--- src/rtl/music_pkg.sv ---
// Shared types and the song address table for the buzzer request front-end.
// SONG_START/SONG_STOP are generated alongside Music.list; the stop address is exclusive.
package music_pkg;

  localparam int SONG_COUNT = 16;
  localparam int NOTE_W     = 12;

  typedef enum logic [2:0] {
    IDLE,
    LOAD,
    START,
    PLAY,
    GAP
  } state_t;

  localparam logic [NOTE_W-1:0] SONG_START [SONG_COUNT] = '{
    12'h000, 12'h010, 12'h020, 12'h030, 12'h040, 12'h060, 12'h080, 12'h0A0,
    12'h0C0, 12'h0E0, 12'h100, 12'h120, 12'h140, 12'h160, 12'h180, 12'hFF0
  };

  // Song 3 is intentionally empty; song 15 wraps through the top of the ROM.
  localparam logic [NOTE_W-1:0] SONG_STOP [SONG_COUNT] = '{
    12'h008, 12'h014, 12'h022, 12'h030, 12'h050, 12'h070, 12'h0A0, 12'h0B0,
    12'h0D8, 12'h0F0, 12'h120, 12'h140, 12'h160, 12'h180, 12'h181, 12'h008
  };

  // Note count of a song; modular so that wrapped songs match the player's pc wrap.
  function automatic logic [NOTE_W-1:0] song_len(input logic [NOTE_W-1:0] first,
                                                 input logic [NOTE_W-1:0] bound);
    return bound - first;
  endfunction

endpackage

--- src/rtl/music_sequencer_song_fifo.sv ---
// Small request FIFO of song ids with flush; flush beats push, and push+pop is allowed when full.
module song_fifo #(
  parameter int DEPTH = 4,
  parameter int WIDTH = 4
) (
  input  logic                     clk,
  input  logic                     srst,
  input  logic                     push,
  input  logic                     pop,
  input  logic                     flush,
  input  logic [WIDTH-1:0]         din,
  output logic [WIDTH-1:0]         dout,
  output logic [$clog2(DEPTH):0]   count,
  output logic                     full,
  output logic                     empty
);

  localparam int PTR_W = $clog2(DEPTH);

  logic [WIDTH-1:0] mem [DEPTH];
  logic [PTR_W-1:0] wr_ptr_reg;
  logic [PTR_W-1:0] rd_ptr_reg;
  logic [PTR_W:0]   count_reg;
  logic             do_push;
  logic             do_pop;

  assign empty   = (count_reg == '0);
  assign full    = (count_reg == (PTR_W+1)'(DEPTH));
  assign do_pop  = pop & ~empty;
  assign do_push = push & (~full | do_pop);
  assign dout    = mem[rd_ptr_reg];
  assign count   = count_reg;

  always_ff @(posedge clk) begin
    if (do_push && !flush) begin
      mem[wr_ptr_reg] <= din;
    end
  end

  always_ff @(posedge clk) begin
    if (srst || flush) begin
      wr_ptr_reg <= '0;
      rd_ptr_reg <= '0;
      count_reg  <= '0;
    end else begin
      if (do_push) begin
        wr_ptr_reg <= wr_ptr_reg + PTR_W'(1);
      end
      if (do_pop) begin
        rd_ptr_reg <= rd_ptr_reg + PTR_W'(1);
      end
      count_reg <= count_reg + (PTR_W+1)'(do_push) - (PTR_W+1)'(do_pop);
    end
  end

endmodule

--- src/rtl/music_sequencer.sv ---
// Buzzer request front-end: queues song requests, turns ids into ROM address ranges and
// times playback itself, since the player reports no completion.
module music_sequencer
  import music_pkg::*;
#(
  parameter int DIV       = 3000000,
  parameter int DEPTH     = 4,
  parameter int GAP_NOTES = 2
) (
  input  logic              clk,
  input  logic              srst,
  input  logic              req_valid,
  output logic              req_ready,
  input  logic [3:0]        req_song,
  input  logic              req_urgent,
  input  logic              cancel,
  output logic              start,
  output logic [NOTE_W-1:0] start_addr,
  output logic [NOTE_W-1:0] stop_addr,
  output logic              interrupt,
  output logic              busy,
  output logic [2:0]        queue_count
);

  localparam int DIV_W = (DIV > 1) ? $clog2(DIV) : 1;
  localparam int CNT_W = $clog2(DEPTH) + 1;

  state_t            state_reg;
  logic [3:0]        cur_song_reg;
  logic              pending_reg;
  logic [NOTE_W-1:0] len_reg;
  logic [DIV_W-1:0]  div_reg;
  logic [NOTE_W:0]   note_reg;
  logic              start_reg;
  logic              interrupt_reg;
  logic [NOTE_W-1:0] start_addr_reg;
  logic [NOTE_W-1:0] stop_addr_reg;

  logic              accept;
  logic              urgent_accept;
  logic              normal_accept;
  logic              flush;
  logic              fifo_pop;
  logic [3:0]        fifo_dout;
  logic [CNT_W-1:0]  fifo_count;
  logic              fifo_full;
  logic              fifo_empty;
  logic              div_wrap;
  logic [NOTE_W:0]   note_inc;
  logic [NOTE_W-1:0] rom_start;
  logic [NOTE_W-1:0] rom_stop;

  assign req_ready     = ~cancel & (req_urgent | ~fifo_full);
  assign accept        = req_valid & req_ready;
  assign urgent_accept = accept & req_urgent;
  assign normal_accept = accept & ~req_urgent;
  assign flush         = cancel | urgent_accept;
  assign fifo_pop      = (state_reg == IDLE) & ~fifo_empty & ~flush;

  assign rom_start = SONG_START[cur_song_reg];
  assign rom_stop  = SONG_STOP[cur_song_reg];
  assign div_wrap  = (div_reg == DIV_W'(DIV - 1));
  assign note_inc  = note_reg + (NOTE_W+1)'(1);

  song_fifo #(
    .DEPTH (DEPTH),
    .WIDTH (4)
  ) u_fifo (
    .clk   (clk),
    .srst  (srst),
    .push  (normal_accept),
    .pop   (fifo_pop),
    .flush (flush),
    .din   (req_song),
    .dout  (fifo_dout),
    .count (fifo_count),
    .full  (fifo_full),
    .empty (fifo_empty)
  );

  always_ff @(posedge clk) begin
    if (srst) begin
      state_reg      <= IDLE;
      cur_song_reg   <= '0;
      pending_reg    <= 1'b0;
      len_reg        <= '0;
      div_reg        <= '0;
      note_reg       <= '0;
      start_reg      <= 1'b0;
      interrupt_reg  <= 1'b0;
      start_addr_reg <= '0;
      stop_addr_reg  <= '0;
    end else begin
      start_reg     <= 1'b0;
      interrupt_reg <= 1'b0;
      if (cancel) begin
        state_reg     <= IDLE;
        pending_reg   <= 1'b0;
        interrupt_reg <= 1'b1;
      end else if (urgent_accept) begin
        // LOAD waits out the interrupt cycle so start lands two cycles after it.
        cur_song_reg  <= req_song;
        pending_reg   <= 1'b1;
        interrupt_reg <= 1'b1;
        state_reg     <= LOAD;
      end else begin
        case (state_reg)
          IDLE: begin
            if (fifo_pop) begin
              cur_song_reg <= fifo_dout;
              state_reg    <= LOAD;
            end
          end
          LOAD: begin
            if (pending_reg) begin
              pending_reg <= 1'b0;
            end else if (rom_start == rom_stop) begin
              state_reg <= IDLE;
            end else begin
              start_addr_reg <= rom_start;
              stop_addr_reg  <= rom_stop;
              len_reg        <= song_len(rom_start, rom_stop);
              start_reg      <= 1'b1;
              state_reg      <= START;
            end
          end
          START: begin
            div_reg   <= '0;
            note_reg  <= '0;
            state_reg <= PLAY;
          end
          PLAY: begin
            // One extra note of slack covers the player's free-running divider phase.
            if (div_wrap) begin
              div_reg <= '0;
              if (note_inc == ({1'b0, len_reg} + (NOTE_W+1)'(1))) begin
                note_reg  <= '0;
                state_reg <= (GAP_NOTES == 0) ? IDLE : GAP;
              end else begin
                note_reg <= note_inc;
              end
            end else begin
              div_reg <= div_reg + DIV_W'(1);
            end
          end
          GAP: begin
            if (div_wrap) begin
              div_reg <= '0;
              if (note_inc == (NOTE_W+1)'(GAP_NOTES)) begin
                note_reg  <= '0;
                state_reg <= IDLE;
              end else begin
                note_reg <= note_inc;
              end
            end else begin
              div_reg <= div_reg + DIV_W'(1);
            end
          end
          default: state_reg <= IDLE;
        endcase
      end
    end
  end

  assign start       = start_reg;
  assign interrupt   = interrupt_reg;
  assign start_addr  = start_addr_reg;
  assign stop_addr   = stop_addr_reg;
  assign busy        = (state_reg != IDLE);
  assign queue_count = 3'(fifo_count);

endmodule

--- config.mk ---
export PLATFORM = sky130hd
export DESIGN_NAME = music_sequencer
export DESIGN_NICKNAME = d
export VERILOG_FILES = /design/src/rtl/music_pkg.sv /design/src/rtl/music_sequencer_song_fifo.sv /design/src/rtl/music_sequencer.sv
export SDC_FILE = /design/constraint.sdc
export NUM_CORES = 1
export LEC_CHECK = 0
export BUFFER_PORTS_ARGS = -buffer_cell sky130_fd_sc_hd__clkbuf_2
export CAP_MARGIN = 10
export CORE_MARGIN = 1.5
export CORE_UTILIZATION = 65
export CTS_BUF_LIST = sky130_fd_sc_hd__clkbuf_8
export CTS_CLUSTER_DIAMETER = 50
export DETAILED_ROUTE_END_ITERATION = 7
export PLACE_DENSITY_LB_ADDON = 0.25
export SLEW_MARGIN = 25
export SYNTH_ARGS = -nofsm -noshare
export SYNTH_HDL_FRONTEND = slang
export SYNTH_HIERARCHICAL = 1
export SYNTH_SLANG_ARGS = --single-unit
--- constraint.sdc ---
create_clock -name clk -period 6.6 [get_ports clk]
set_clock_uncertainty 0.1 [all_clocks]
set_input_delay 0.66 -clock clk [delete_from_list [all_inputs] [get_ports clk]]
set_output_delay 0.66 -clock clk [all_outputs]
set_load 0.01 [all_outputs]
## Word level (Yosys, flattened, before mapping)

Memory sizes are Yosys's and may differ from the RTL's. A register that Yosys moved wholly into a read port is not among the register bits.
Cells that the tools add are included.

- Register bits: 88
- Bits of input ports: 9
- Memories: 3
- Word-level logic and storage cells: 121
- Bits in read-only memories: 384
- Bits in latches: 0
- RAM bits: 16
- Output and inout bits: 31

Memories:

| name | depth | width | rd ports | clocked after memory_dff | wr ports | RTL line | source |
|---|---|---|---|---|---|---|---|
| (name not given) | 16 | 12 | 1 | 0 | 0 | music_sequencer.sv:61 | `assign rom_stop = SONG_STOP[cur_song_reg];` |
| (name not given) | 16 | 12 | 1 | 0 | 0 | music_sequencer.sv:60 | `assign rom_start = SONG_START[cur_song_reg];` |
| u_fifo.mem | 4 | 4 | 1 | 1 | 1 | music_sequencer_song_fifo.sv:20 | `logic [WIDTH-1:0] mem [DEPTH];` |

- Bitwise operators: 21
- Add/subtract/negate cells: 8
- Reduce and logical (&&, ||, !) cells: 21
- Shift operators: 0
- Order comparisons: 1
- Multiply operators: 0
- Divide/modulo/power cells: 0
- Multiplexer cells: 32
- Equal/unequal tests: 21

Operators with widths:

| operator | number |
|---|---|
| 2-to-1 mux 13 bit | 4 |
| 2-to-1 mux 12 bit | 4 |
| case mux 22 bit (2 select lines) | 1 |
| case mux 13 bit (3 select lines) | 1 |
| adder 22 x 1 -> 22 bit (second input constant) | 1 |
| == test 22 bit (second input constant) | 1 |
| 2-to-1 mux 22 bit | 1 |
| 2-to-1 mux 3 bit | 6 |
| inequality test 3 bit (second input constant) | 5 |
| case mux 3 bit (5 select lines) | 1 |
| adder 12 x 1 -> 13 bit (second input constant) | 1 |
| adder 13 x 1 -> 13 bit (second input constant) | 1 |
| == test 13 bit | 1 |
| == test 13 x 2 -> 1 bit (second input constant) | 1 |
| == test 12 bit | 1 |
| 2-to-1 mux 4 bit | 3 |
| AND reduction 6 bit | 2 |
| subtractor 12 bit | 1 |
| inequality test 2 bit (second input constant) | 5 |
| AND reduction 5 bit | 2 |
| NOT 1 bit | 9 |
| AND 1 bit | 8 |
| 2-to-1 mux 1 bit | 8 |
| nonzero test 2 bit | 4 |
| other kinds (21) | 32 |

## Longest topological paths before layout

Gate-level depths: netlist of run 1.

- Depth after elaboration: 15
- Mapped depth: 13

## Cells and area by module

Netlist of run 1, hierarchy kept.

By module, submodules not included:

| module | times used | cells each | seq. area each (um^2) | area an instance (um^2) |
|---|---|---|---|---|
| music_sequencer | 1 | 555 | 1361.3 | 4515.6 |
| song_fifo | 1 | 69 | 660.6 | 1057.3 |

## Worst setup path before layout of run 1

OpenSTA, ideal clock, no wires.

- Path type: reg-to-reg
- From: reg cur_song_reg[1]
- To: reg len_reg[0]
- Arrival: 3056 ps
- Setup time: 70 ps
- Required time: 6430 ps
- Path slack: 3373 ps
- Period minus slack after synthesis: 3227 ps
- Path buffers: 2
- Stages on the path, launching flop included: 13
- Path through: dfxtp_1 > inv_1 > ha_1 > mux4_2 > ha_1 > and3_1 > nand4_1 > o21ai_0 > or2_2 > clkbuf_1 > clkbuf_1 > nand2_1 > a21oi_1

- Longest elaborated chain between the ends: 7
- Elaborated cells between the ends (all ways): 11
- Those cells by class: add/sub (1); eq/ne (1); mux (4); bitwise (2); reduce/logical (1); memory (2)

Ends and longest elaborated chain:

| item | RTL line | source |
|---|---|---|
| start: declaration | music_sequencer.sv:29 | `logic [3:0] cur_song_reg;` |
| start signal: assignment | music_sequencer.sv:102 | `cur_song_reg <= req_song;` |
| start signal: assignment | music_sequencer.sv:110 | `cur_song_reg <= fifo_dout;` |
| NOT 4 -> 5 bit (not written as such) | music_sequencer.sv:61 |  |
| memory (16 x 12 bit) | n/a |  |
| 2-to-1 mux 12 bit (not written as such) (2 in a row) | music_sequencer.sv:61 |  |
| net rom_stop[5] | music_sequencer.sv:51 | `logic [NOTE_W-1:0] rom_stop;` |
| == test 12 bit | music_sequencer.sv:117 | `end else if (rom_start == rom_stop) begin` |
| NOT 1 bit (no source line) | n/a |  |
| AND reduction 5 bit (no source line) | n/a |  |
| end signal: assignment | music_sequencer.sv:122 | `len_reg <= song_len(rom_start, rom_stop);` |
| end: declaration | music_sequencer.sv:31 | `logic [NOTE_W-1:0] len_reg;` |

The timed path passes the listed nets, and every way through them passes these cells. The select of a mux whose other input is x is not followed.
A chain may end at the register's enable or synchronous reset.

## Worst setup path after layout of run 1

- From: reg cur_song_reg[1]
- To: reg len_reg[11]

- Longest elaborated chain between the ends: 7
- Elaborated cells between the ends (all ways): 11
- Those cells by class: add/sub (1); eq/ne (1); mux (4); bitwise (2); reduce/logical (1); memory (2)

Ends and longest elaborated chain:

| item | RTL line |
|---|---|
| NOT 4 -> 5 bit (not written as such) * | music_sequencer.sv:61 |
| memory (16 x 12 bit) * | n/a |
| 2-to-1 mux 12 bit (not written as such) * (2 in a row) | music_sequencer.sv:61 |
| net rom_stop[5] | music_sequencer.sv:51 |
| parallel branches: the longest is 3 deep, another holds subtractor 12 bit | n/a |

Mark *: on every way through the listed nets, which the timed path passes. The select of a mux whose other input is x is not followed.

==> impl_results.md, run 1 <==
- Status: completed
- Die width: 95.6 microns
- TNS Setup: 0 ns
- Clock Tree Buf Depth: 2
- Core area: 0.00826 sq mm
- Synth cell types: 75
- Critical Path RT: 6.80 ns
- Peak supply drop: 113 uV
- DRC Markers: 0
- GPL Wtd Cong: 0.963
- Netlist Area Pre-Place: 0.00557 sq mm
- GR Util met1: 0.330
- Cells after Synth: 624
- Grt peak-use layer: met2
- Crit Path Class: reg -> reg
- Fillers: 643
- DRT antenna net count: 0
- Post-synth top flop: dfxtp_1
- # IOs: 40
- Crit Path Max Fanout: 18
- Syn Area/Cell: 8.93 sq um
- First-pass GRT wire length: 19200 microns
- Largest register FFs: 22
- Max Fclk: 276 MHz
- Drt first pass iters: 5
- Max-cap violations: 0
- Initial antenna violation count: 0
- Share of cells above drive strength 1: 0.144
- # rows: 33
- Sequential area share after synthesis: 0.363
- RSZ-0062 raised after global routing: no
- Iter 0 DRT Violations: 187
- # diodes: 0
- Root buffer cell: clkbuf_8
- H-tree depth: 3
- Fin crit period: 3.62 ns
- Vias per inst: 6.16
- # setup viols final: 0
- Post-DP HPWL: 8550 microns
- Largest net degree at the start of global routing: 50
- CTS resizes: 0
- Synth Register Bits: 93
- Drt total wl: 11800 microns
- Number of global-route vias before repair: 4176
- Period utilization: 0.549
- Most frequent cells in the layout: dfxtp_1 (77), nor2_1 (72), nand2_1 (63)
- Area Overhead vs Synth: 5.32%
- Hold Path Class: reg -> reg
- CTS tree: yes
- CTS clk-pin slew, worst paths: 0.10 ns
- Setup Buffers After CTS: 0
- Worst skew pair latency: 0.37 ns
- Slew headroom: 0.362
- Final hold slack: 0.366 ns
- EDFF count, synth: 16
- Clock tree sinks: 93
- Startpoint types: register
- Hold-fix buffers, CTS: 0
- Chip height: 95.6 microns
- Hold Vio Cnt, Final: 0
- Tightest Pin Transition: 0.955 ns
- Die area: 0.00914 sq mm
- Tot GR Track Use: 0.269
- CTS buffer count: 9
- Mean routed wirelength per cell: 15.8 microns
- CP endpoint kind: register
- Commonest non-fill, non-tap cell in the layout: dfxtp_1
- Port Buf Inserts: 32
- Asr flop ratio synth: 0
- CP Data Arrival Time: 3.83 ns
- Synth Warn #: 6
- Lkg Pwr: 2.26 nW
- Gr ovfl total: 0
- Cell Pwr Density: 189 mW/mm^2
- # nets final: 668
- Max-slew violations: 0
- Starting density of the core: 0.675
- Met2 Resource Use GR: 0.471
- Via Count: 4574
- Met3 Resource Use GR: 0.0455
worst paths after layout:
kind | from | endpoint | slack (ns) | depth (start not counted)
worst max-delay path | cur_song_reg[1]$_SDFFE_PP0P_ | len_reg[11]$_SDFFE_PP0P_ | 2.98 | 11
worst min-delay path | stop_addr[7]$_SDFFE_PP0P_ | stop_addr[7]$_SDFFE_PP0P_ | 0.37 | 2
worst max register to register | cur_song_reg[1]$_SDFFE_PP0P_ | len_reg[11]$_SDFFE_PP0P_ | 2.98 | 11
worst min register to register | stop_addr[7]$_SDFFE_PP0P_ | stop_addr[7]$_SDFFE_PP0P_ | 0.37 | 2
metrics by stage:
stage | setup slack, ns | util | instances | total power [mW] | instance area (sq um)
after floorplan | 3.37 | - | 630 | 0.675 | 5600
after global placement | 3.13 | 0.683 | 727 | 0.692 | 5640
after detailed placement | 3.06 | 0.683 | 727 | 0.697 | 5640
after CTS | 3.01 | 0.711 | 743 | 1.12 | 5870
after global routing | 2.70 | 0.711 | 743 | 1.15 | 5870
final | 2.98 | 0.711 | 743 | 1.11 | 5870
power breakdown:
part	leakage, nW	switching (mW)	total (mW)	internal (mW)
registers	0.765	0.00848	0.590	0.581
logic	1.38	0.0588	0.0956	0.0368
clock network	0.114	0.234	0.423	0.190
critical path, cell delays in order (launching register included):
cell,delay (ns)
dfxtp_1,0.58
inv_1,0.23
ha_1,0.34
mux4_2,0.50
ha_1,0.32
and3_1,0.19
nand4_1,0.10
o21ai_0,0.19
or2_2,0.50
nor4b_1,0.36
a21oi_1,0.08
nor2_1,0.09
cells by family (layout without fill, tap and decap cells):
group           Yosys count  after routing  synth area share
mux                      13             13            0.0348
buf+inv                  64             72            0.0606
fa+ha+maj                26             26            0.0611
compound gates           98             98             0.123
other cells               1              7          0.000673
flops                    93             93             0.363
xor+xnor                 54             54            0.0950
simple gates            275            275             0.262
per-layer routing:
| layer | vias up | routed length [microns] |
|---|---|---|
| met1 | 2228 | 5380 |
| met5 | - | 0 |
| li1 | 2212 | - |
| met2 | 111 | 5740 |
| met4 | 0 | 196 |
| met3 | 23 | 460 |
cells in the mapped netlist (12+ instances only):
master / count / area, sq um
nand4_1: 12 / 75.1
nand3_1: 21 / 105
inv_1: 23 / 86.3
edfxtp_1: 16 / 480
dfxtp_1: 77 / 1540
nor2_1: 72 / 270
xnor2_1: 21 / 184
xor2_1: 29 / 254
clkbuf_1: 12 / 45.0
buf_4: 18 / 135
nand2_1: 63 / 236
ha_1: 24 / 300
a211oi_1: 13 / 97.6
nor3_1: 18 / 90.1
a21oi_1: 29 / 145
area by class of cell:
type,instances,area [sq um],area share
multi-input combinational,473,3240,0.551
sequential,93,2020,0.344
timing repair buffer,33,168,0.0286
tap,105,131,0.0224
clock buffer,9,124,0.0211
clock inverter,7,103,0.0175
inverter,23,86.3,0.0147
No activity file was read; power rests on OpenSTA's default activity.
==> run 2: changes to the inputs <==
--- a/config.mk
+++ b/config.mk
@@ -8,7 +8,7 @@
 export BUFFER_PORTS_ARGS = -buffer_cell sky130_fd_sc_hd__clkbuf_2
 export CAP_MARGIN = 10
 export CORE_MARGIN = 1.5
-export CORE_UTILIZATION = 65
+export CORE_UTILIZATION = 63
 export CTS_BUF_LIST = sky130_fd_sc_hd__clkbuf_8
 export CTS_CLUSTER_DIAMETER = 50
 export DETAILED_ROUTE_END_ITERATION = 7
==> constraint.sdc (replaced) <==
create_clock -name clk -period 3.5 [get_ports clk]
set_clock_uncertainty 0.1 [all_clocks]
set_input_delay 0.35 -clock clk [delete_from_list [all_inputs] [get_ports clk]]
set_output_delay 0.35 -clock clk [all_outputs]
set_load 0.01 [all_outputs]
==> impl_results.md, run 2 (synthesized netlist as in run 1, its figures left out) <==
- Worst skew pair latency: 0.36 ns (about the same)
- Period utilization: 0.922 (+0.373)
- Share of cells above drive strength 1: 0.159 (+0.0147)
- TNS Setup: 0 ns (unchanged)
- GPL Wtd Cong: 0.887 (-7.9%)
- First-pass GRT wire length: 19900 microns (+3.7%)
- CTS clk-pin slew, worst paths: 0.11 ns (about the same)
- Gr ovfl total: 0 (unchanged)
- Drt first pass iters: 4 (-1)
- Critical Path RT: 3.64 ns (-3.16 ns)
- Mean routed wirelength per cell: 15.3 microns (-3.6%)
- H-tree depth: 3 (unchanged)
- Crit Reg-Reg Startpoint: note_reg[0]$_SDFFE_PP0P_
- Worst R2R Setup Slack: 0.27 ns (-2.71 ns)
- CTS buffer count: 9 (unchanged)
- Hold Path Depth: 1 (-1)
- Number of global-route vias before repair: 4398 (+5.3%)
- Fin crit period: 3.23 ns (-0.394 ns)
- Die width: 97.1 microns (+1.5%)
- Port Buf Inserts: 32 (unchanged)
- Register area: 0.00202 sq mm (unchanged)
- Clock Tree Buf Depth: 2 (unchanged)
- Iter 0 DRT Violations: 158 (-16%)
- Crit Path Class: reg -> reg
- Root buffer cell: clkbuf_8
- Hold endpoint: u_fifo/mem[1][0]$_DFFE_PP_
- Most frequent cells in the layout: dfxtp_1 (77), nor2_1 (72), nand2_1 (63)
- Lkg Pwr: 2.29 nW (+1.4%)
- Startpoint types: register
- Status: completed
- Clock tree sinks: 93 (unchanged)
- # setup viols final: 0 (unchanged)
- Core area: 0.00864 sq mm (+4.6%)
- Initial antenna violation count: 0 (unchanged)
- Hold-fix buffers, CTS: 0 (unchanged)
- Crit Path Max Fanout: 10 (-8)
- # nets final: 678 (+1.5%)
- CP Data Arrival Time: 3.37 ns (-0.46 ns)
- Max-slew violations: 0 (unchanged)
- FF-to-FF path depth: 9 (-2)
- Tightest Pin Transition: 0.746 ns (-0.209 ns)
- Final instance area: 0.00593 sq mm (+1.1%)
- Final cell count without fillers: 756 (+1.7%)
- Slew headroom: 0.502 (+0.140)
- Area post-placement: 0.00572 sq mm (+1.4%)
- # diodes: 0 (unchanged)
- Peak supply drop: 266 uV (+140%)
- Fillers: 730 (+14%)
- Min-Delay Startpoint: req_song[0]
- DRC Markers: 0 (unchanged)
- Max Fclk: 310 MHz (+12%)
- Post-DP HPWL: 8420 microns (-1.5%)
- RSZ-0062 raised after global routing: no
- Area of the multi-input gates: 0.00325 sq mm (+0.39%)
- Cell Pwr Density: 339 mW/mm^2 (+79%)
- Tot GR Track Use: 0.255 (-0.0137)
- Drt total wl: 11600 microns (-1.9%)
- Chip height: 97.1 microns (+1.5%)
- Final core occ: 0.687 (-0.0237)
- Placed insts: 740 (+1.8%)
- Via Count: 4469 (-2.3%)
- Largest register FFs: 22 (unchanged)
- # IOs: 40 (unchanged)
- Commonest non-fill, non-tap cell in the layout: dfxtp_1
- Critical R2R Capture: note_reg[2]$_SDFFE_PP0P_
- DRT antenna net count: 0 (unchanged)
- Die area: 0.00942 sq mm (+3.1%)
- CTS tree: yes
- Hold Vio Cnt, Final: 0 (unchanged)
- Max-cap violations: 0 (unchanged)
- Starting density of the core: 0.645 (-0.0295)
- Hold Path Class: in -> reg
- Vias per inst: 5.91 (-4.0%)
- # rows: 34 (+3.0%)
- Largest net degree at the start of global routing: 49 (-2.0%)
- CP endpoint kind: register
- Area Overhead vs Synth: 6.47%
==> run 2: cell count changes in the layout (fill, tap and decap cells not counted), sizes merged <==
cell,previous run,this run
clkinvlp,0,1
bufinv,1,0
clkbuf,40,41
buf,2,11
==> run 2: area by class of cell <==
cell class	count	share of cell area
Clock inverter	7	0.0127
Multi-Input combinational cell	473	0.547
Timing Repair Buffer	43	0.0409
Sequential cell	93	0.341
Inverter	23	0.0146
Clock buffer	9	0.0209
Tap cell	108	0.0228
==> run 2: worst max path at each step <==
stage                                            start                        end  depth (start not counted)
after floorplan           cur_song_reg[1]$_SDFFE_PP0P_    len_reg[0]$_SDFFE_PP0P_                         12
after global placement        note_reg[0]$_SDFFE_PP0P_   note_reg[2]$_SDFFE_PP0P_                          9
after detailed placement      note_reg[0]$_SDFFE_PP0P_   note_reg[2]$_SDFFE_PP0P_                          9
after CTS                     note_reg[0]$_SDFFE_PP0P_  note_reg[11]$_SDFFE_PP0P_                          9
after global routing          note_reg[0]$_SDFFE_PP0P_   note_reg[7]$_SDFFE_PP0P_                          9
final                         note_reg[0]$_SDFFE_PP0P_   note_reg[2]$_SDFFE_PP0P_                          9
==> run 2: per-layer routing <==
layer  GRT usage  share of wire  up-vias
met5           0              0        -
met3      0.0468          0.046       15
li1            -              -     2233
met4      0.0747          0.014        0
met2       0.432           0.49      119
met1       0.334           0.45     2102
==> run 2: power by group <==
group | leakage (nW) | total [mW] | switching [mW] | internal (mW)
logic | 1.43 | 0.184 | 0.111 | 0.0732
registers | 0.765 | 1.11 | 0.0131 | 1.10
clock network | 0.0985 | 0.715 | 0.432 | 0.283
==> run 2: repair_timing <==
item                                    in CTS  in global routing
resized for setup                            0                  2
buffers inserted                             0                  0
endpoints found under the setup margin       0                 10
==> run 2: critical path: stages (launching register included) <==
cell      delay, ns
dfxtp_1        0.54
ha_4           0.27
nand3_4        0.13
o41a_1         0.48
a211oi_1       0.25
o21ai_1        0.13
or4_4          0.55
o2111a_1       0.46
nand2_1        0.15
mux2i_1        0.07
==> run 2: per-stage QoR <==
stage / setup slack (ns) / hold slack [ns] / total power, mW
final: 0.272 / 0.120 / 2.01
after global routing: 0.0368 / 0.107 / 2.10
after CTS: 0.104 / 0.114 / 2.02
after detailed placement: 0.134 / 0.354 / 1.32
after global placement: 0.248 / 0.341 / 1.31
after floorplan: 0.273 / 0.321 / 1.27
